`src/rtl/packet_queue.sv`:
```
// packet_queue: store-and-forward packet FIFO; a packet becomes readable only after its end word.
// Define PACKET_QUEUE_DROP_EN to drop packets that overflow the data RAM instead of backpressuring.
module packet_queue #(
    parameter int DATA_BITS   = 8,
    parameter int LENGTH_BITS = 8,
    parameter int BUFFER_SIZE = 16,
    parameter int MAX_PACKETS = 4
) (
    input  logic                   clk,
    input  logic                   rst_n,
    input  logic                   in_shift,
    input  logic [DATA_BITS-1:0]   in_data,
    input  logic                   in_end,
    input  logic                   in_abort,
    output logic                   in_full,
    input  logic                   out_pop,
    output logic                   out_nempty,
    output logic [DATA_BITS-1:0]   out_data,
    output logic [LENGTH_BITS-1:0] out_length,
    output logic                   out_start,
    output logic                   out_end,
    output logic [15:0]            drop_count
);
    localparam int AW  = $clog2(BUFFER_SIZE);
    localparam int PW  = AW + 1;
    localparam int DAW = (MAX_PACKETS > 1) ? $clog2(MAX_PACKETS) : 1;
    localparam int DD  = 1 << DAW;
    localparam int CW  = $clog2(MAX_PACKETS + 1);

    logic [DATA_BITS-1:0]   r_mem  [BUFFER_SIZE];
    logic [LENGTH_BITS-1:0] r_desc [DD];

    logic [PW-1:0]          r_wr_ptr;
    logic [PW-1:0]          r_wr_base;
    logic [PW-1:0]          r_rd_ptr;
    logic [LENGTH_BITS-1:0] r_wr_len;
    logic [LENGTH_BITS-1:0] r_rd_idx;
    logic [DAW-1:0]         r_dwr;
    logic [DAW-1:0]         r_drd;
    logic [CW-1:0]          r_dcnt;

    logic [PW-1:0] w_used;
    logic          w_ram_full;
    logic          w_desc_full;
    logic          w_discard;
    logic          w_shift_ok;
    logic          w_commit;
    logic          w_rewind;
    logic          w_pop;
    logic          w_dpop;

    assign w_used      = r_wr_ptr - r_rd_ptr;
    assign w_ram_full  = (w_used == PW'(BUFFER_SIZE));
    assign w_desc_full = (r_dcnt == CW'(MAX_PACKETS));

`ifdef PACKET_QUEUE_DROP_EN
    logic        r_dropping;
    logic [15:0] r_drop_cnt;

    assign in_full    = w_desc_full;
    assign w_discard  = w_ram_full || r_dropping;
    assign drop_count = r_drop_cnt;

    // Once a word is lost the rest of that packet is discarded until its end word.
    always_ff @(posedge clk or negedge rst_n) begin
        if (!rst_n) begin
            r_dropping <= 1'b0;
            r_drop_cnt <= '0;
        end else if (in_abort) begin
            r_dropping <= 1'b0;
        end else if (w_shift_ok && w_discard) begin
            if (in_end) begin
                r_dropping <= 1'b0;
                if (r_drop_cnt != 16'hFFFF) begin
                    r_drop_cnt <= r_drop_cnt + 1'b1;
                end
            end else begin
                r_dropping <= 1'b1;
            end
        end
    end
`else
    assign in_full    = w_ram_full || w_desc_full;
    assign w_discard  = 1'b0;
    assign drop_count = '0;
`endif

    assign w_shift_ok = in_shift && !in_full && !in_abort;
    assign w_commit   = w_shift_ok && in_end && !w_discard;
    assign w_rewind   = in_abort || (w_shift_ok && w_discard && in_end);

    assign out_nempty = (r_dcnt != '0);
    assign out_length = out_nempty ? r_desc[r_drd] : '0;
    assign out_data   = r_mem[r_rd_ptr[AW-1:0]];
    assign out_start  = (r_rd_idx == '0);
    assign out_end    = (r_rd_idx == out_length - 1'b1);
    assign w_pop      = out_pop && out_nempty;
    assign w_dpop     = w_pop && out_end;

    always_ff @(posedge clk) begin
        if (w_shift_ok && !w_discard) begin
            r_mem[r_wr_ptr[AW-1:0]] <= in_data;
        end
        if (w_commit) begin
            r_desc[r_dwr] <= r_wr_len + 1'b1;
        end
    end

    // Write side: wr_base marks the first word of the packet still being assembled.
    always_ff @(posedge clk or negedge rst_n) begin
        if (!rst_n) begin
            r_wr_ptr  <= '0;
            r_wr_base <= '0;
            r_wr_len  <= '0;
        end else if (w_rewind) begin
            r_wr_ptr <= r_wr_base;
            r_wr_len <= '0;
        end else if (w_shift_ok && !w_discard) begin
            r_wr_ptr <= r_wr_ptr + 1'b1;
            if (in_end) begin
                r_wr_base <= r_wr_ptr + 1'b1;
                r_wr_len  <= '0;
            end else begin
                r_wr_len <= r_wr_len + 1'b1;
            end
        end
    end

    always_ff @(posedge clk or negedge rst_n) begin
        if (!rst_n) begin
            r_rd_ptr <= '0;
            r_rd_idx <= '0;
        end else if (w_pop) begin
            r_rd_ptr <= r_rd_ptr + 1'b1;
            r_rd_idx <= w_dpop ? '0 : r_rd_idx + 1'b1;
        end
    end

    always_ff @(posedge clk or negedge rst_n) begin
        if (!rst_n) begin
            r_dwr  <= '0;
            r_drd  <= '0;
            r_dcnt <= '0;
        end else begin
            if (w_commit) begin
                r_dwr <= r_dwr + 1'b1;
            end
            if (w_dpop) begin
                r_drd <= r_drd + 1'b1;
            end
            if (w_commit && !w_dpop) begin
                r_dcnt <= r_dcnt + 1'b1;
            end else if (!w_commit && w_dpop) begin
                r_dcnt <= r_dcnt - 1'b1;
            end
        end
    end
endmodule

```
`config.mk`:
```
export PLATFORM = sky130hd
export DESIGN_NAME = packet_queue
export DESIGN_NICKNAME = d
export VERILOG_FILES = /design/src/rtl/packet_queue.sv
export SDC_FILE = /design/constraint.sdc
export NUM_CORES = 1
export LEC_CHECK = 0
export ABC_CLOCK_PERIOD_IN_PS = 5450
export BUFFER_PORTS_ARGS = -buffer_cell sky130_fd_sc_hd__buf_2
export CAP_MARGIN = 40
export CORE_ASPECT_RATIO = 0.6
export CORE_MARGIN = 8
export CORE_UTILIZATION = 30
export DETAILED_ROUTE_END_ITERATION = 8
export PLACE_DENSITY = 0.55
export SLEW_MARGIN = 30
export SYNTH_ARGS = -nofsm -noshare
export SYNTH_HDL_FRONTEND = slang
export SYNTH_SLANG_ARGS = --single-unit
```
`constraint.sdc`:
```
create_clock -name clk -period 5.45 [get_ports clk]
set_clock_uncertainty 0.05 [all_clocks]
set_input_delay 0.545 -clock clk [delete_from_list [all_inputs] [get_ports clk]]
set_output_delay 0.545 -clock clk [all_outputs]
set_load 0.01 [all_outputs]
```
==> flow_metrics.tcl <==
set metrics [dict create \
    diodes 0 \
    track_usage_pct 11.1 \
    synth_edf_count 160 \
    hold_violations 0 \
    io_buffer_count 33 \
    clk_pin_slew_ns 0.08 \
    clock_path_buffers 2 \
    die_area_sq_mm 0.0349 \
    rsz0062_at_grt "no" \
    cts-root-buf "clkbuf_16" \
    syn_inst 520 \
    maxCapViolations 0 \
    r2r-start "r_drd[0]$_DFFE_PN0N_" \
    hold_class "input port to flip-flop" \
    drc_errors 0 \
    utilization_pct 34.7 \
    regToRegSetupSlack_ns 1.19 \
    worstMarginPinSlew_ns 0.706 \
    required_ns 4.86 \
    start_kind "flip-flop" \
    period_share_pct 78.3 \
    setup_viol 0 \
    overflow 0 \
    clock.fmax_ghz 0.234 \
    hold_ws_ns 0.434 \
    p_leak_nw 3.54 \
    crit_family "simple AND/OR/NAND/NOR gates" \
    ys_seq_elements 198 \
    avgSynthCellArea_sq_um 16.7 \
    final_layout_size_suffix_gt1_share_pct 26.5 \
    max_stage_delay_ns 0.70 \
    vias_per_cell 4.86 \
    cts_resized 0 \
    arrival_ns 3.67 \
    cts_made_buffers 17 \
    reg2reg_depth 13 \
    rr_endpoint "r_dcnt[1]$_DFFE_PN0P_" \
    critPathMaxFanout 10 \
    first_global_vias 4837 \
    final-seq-area_sq_mm 0.00576 \
    synth_cell_types 53 \
    worstHoldStart "in_data[4]" \
    core_sq_mm 0.0286 \
    syn2layout_area_growth_pct 14.4 \
    synth_top_area_share_pct 55.3 \
    fp.dieH_um 148 \
    min_path_cells 1 \
    num_vias 4664 \
    critPathBufInv 1 \
    start_util_pct 30.4 \
    multi_input_area_sq_mm 0.00273 \
    critical_path_class "flip-flop to primary output" \
    cts-htree-levels 4 \
    ys_seq_area_share_pct 66.2 \
    synth_area_sq_mm 0.00870 \
    antenna_found_initial 1 \
    ir_drop_uv 292 \
    ys.flop_type "edfxtp_1" \
    drtAntennaViolNets 0 \
    grt_first_pass_wirelength_um 29500 \
    fillCellCount 2676 \
    path_cells "mux4_2 > nand2_1 > ha_1 > nand3_1 > o32ai_1 > nor3_1 > nand3b_1 > nor3_4 > buf_2" \
    cts_tree "done" \
    synth_area_leaders "edfxtp_1, mux4_2, dfrtp_1" \
    wl_per_cell_um 19.6 \
    grt_max_degree 36 \
    finish.net_count 605 \
    post_cts_buffers 0 \
    setup_tns_ns 0 \
    fp.dieW_um 236 \
    cp-end-kind "primary output" \
    hold_end "r_mem[13][4]$_DFFE_PP_" \
    wl_um 18800 \
    first_pass_iters 5 \
    dp_hpwl_um 13000 \
    slew_headroom_pct 52.9 \
    min_period_ns 4.27 \
    io_pins 50 \
    synth_largest_area_cell "edfxtp_1" \
    slowest_stage "dfrtp_1" \
    core.rowCount 48 \
    yosysWarnings 0 \
    drt_iter0_markers 402 \
    status "completed" \
    gp_congestion 0.766 \
    postCtsHoldBufs 1 \
    p_per_area_mw_per_mm2 466 \
    drv_slew 0 \
    insertion_delay_ns 0.43 \
    cts.sinks 198 \
    synthArstFlopShare_pct 19.2 \
]
## worst max-delay path by stage
stage	from	slack, ns	endpoint	cells past startpoint
final	r_drd[0]$_DFFE_PN0N_	1.18	out_end	9
after global routing	r_dcnt[1]$_DFFE_PN0P_	0.87	r_dcnt[1]$_DFFE_PN0P_	15
after detailed placement	r_drd[0]$_DFFE_PN0N_	1.15	r_dcnt[1]$_DFFE_PN0P_	13
after CTS	r_drd[0]$_DFFE_PN0N_	1.12	out_end	9
after global placement	r_drd[0]$_DFFE_PN0N_	1.33	r_dcnt[1]$_DFFE_PN0P_	14
after floorplan	r_rd_ptr[1]$_DFFE_PN0P_	1.52	r_mem[3][0]$_DFFE_PP_	12
## kinds of logic after synthesis
group,share of synthesized area (%)
flops,66.2
simple gates,6.85
mux,13.9
buf+inv,3.11
compound gates,3.84
xor+xnor,3.22
fa+ha+maj,2.82
other cells,0.0431
## state kept, by name, indices dropped and copies added, names as in the netlist
register	count
r_dcnt	3
r_desc	32
r_drd	2
r_dwr	2
r_mem	128
r_rd_idx	8
r_rd_ptr	5
r_wr_base	5
r_wr_len	8
r_wr_ptr	5
## layer usage
| metal | global-route usage (%) | part of all wire [%] | up-vias |
|---|---|---|---|
| met5 | 0 | 0.064 | - |
| met4 | 3.35 | 0.98 | 2 |
| met3 | 2.64 | 5.0 | 19 |
| met2 | 17.0 | 46 | 121 |
| met1 | 15.5 | 48 | 2426 |
| li1 | - | - | 2096 |
## power breakdown
group          switching (W)  internal [W]  leakage [nW]
registers           0.000145       0.00179          1.94
logic               0.000796      0.000686          1.32
clock network       0.000603      0.000612         0.281
## final cells by class
class,instances,area share (%)
Tap cell,375,4.72
Clock inverter,14,1.60
Clock buffer,17,4.28
Inverter,18,0.679
Timing Repair Buffer,54,3.40
Multi-Input combinational cell,283,27.5
Sequential cell,198,57.9
## cells in the final DEF, fill, tap and decap left out, drive strengths merged, types with 3 or more instances in the layout
cell type	netlist	routed
edfxtp	160	160
buf	22	52
mux4	48	48
dfrtp	38	38
nand2	25	25
nor2	24	24
inv	18	24
ha	18	18
clkbuf	14	18
xnor2	17	17
o21ai	17	17
conb	1	16
xor2	15	15
nand3	12	12
nor3	12	12
mux2	8	8
a22o	7	7
clkinv	0	7
and2	6	6
and3	5	5
or3	5	5
mux2i	4	4
nor4	4	4
nand3b	3	3
nor2b	3	3
nand2b	3	3
or3b	3	3
o22ai	3	3
a31oi	3	3
nand4	3	3
## cells in the mapped netlist, drive strengths merged, types with 2 or more instances
cell type  instances
edfxtp           160
mux4              48
dfrtp             38
nand2             25
nor2              24
buf               22
ha                18
inv               18
o21ai             17
xnor2             17
xor2              15
clkbuf            14
nand3             12
nor3              12
mux2               8
a22o               7
and2               6
and3               5
or3                5
mux2i              4
nor4               4
a31oi              3
nand2b             3
nand3b             3
nand4              3
nor2b              3
o22ai              3
or3b               3
a21oi              2
o31a               2
o31ai              2
o41ai              2
## per-stage QoR
stage	power (W)	instance area, sq um	instances	worst slack (ns)
after CTS	0.00468	9940	958	1.12
after detailed placement	0.00346	9340	926	1.15
after floorplan	0.00302	8750	535	1.52
final	0.00463	9950	959	1.18
after global routing	0.00488	9950	959	0.867
after global placement	0.00341	9270	918	1.33
Note: power is estimated with default switching activity, not from simulation.
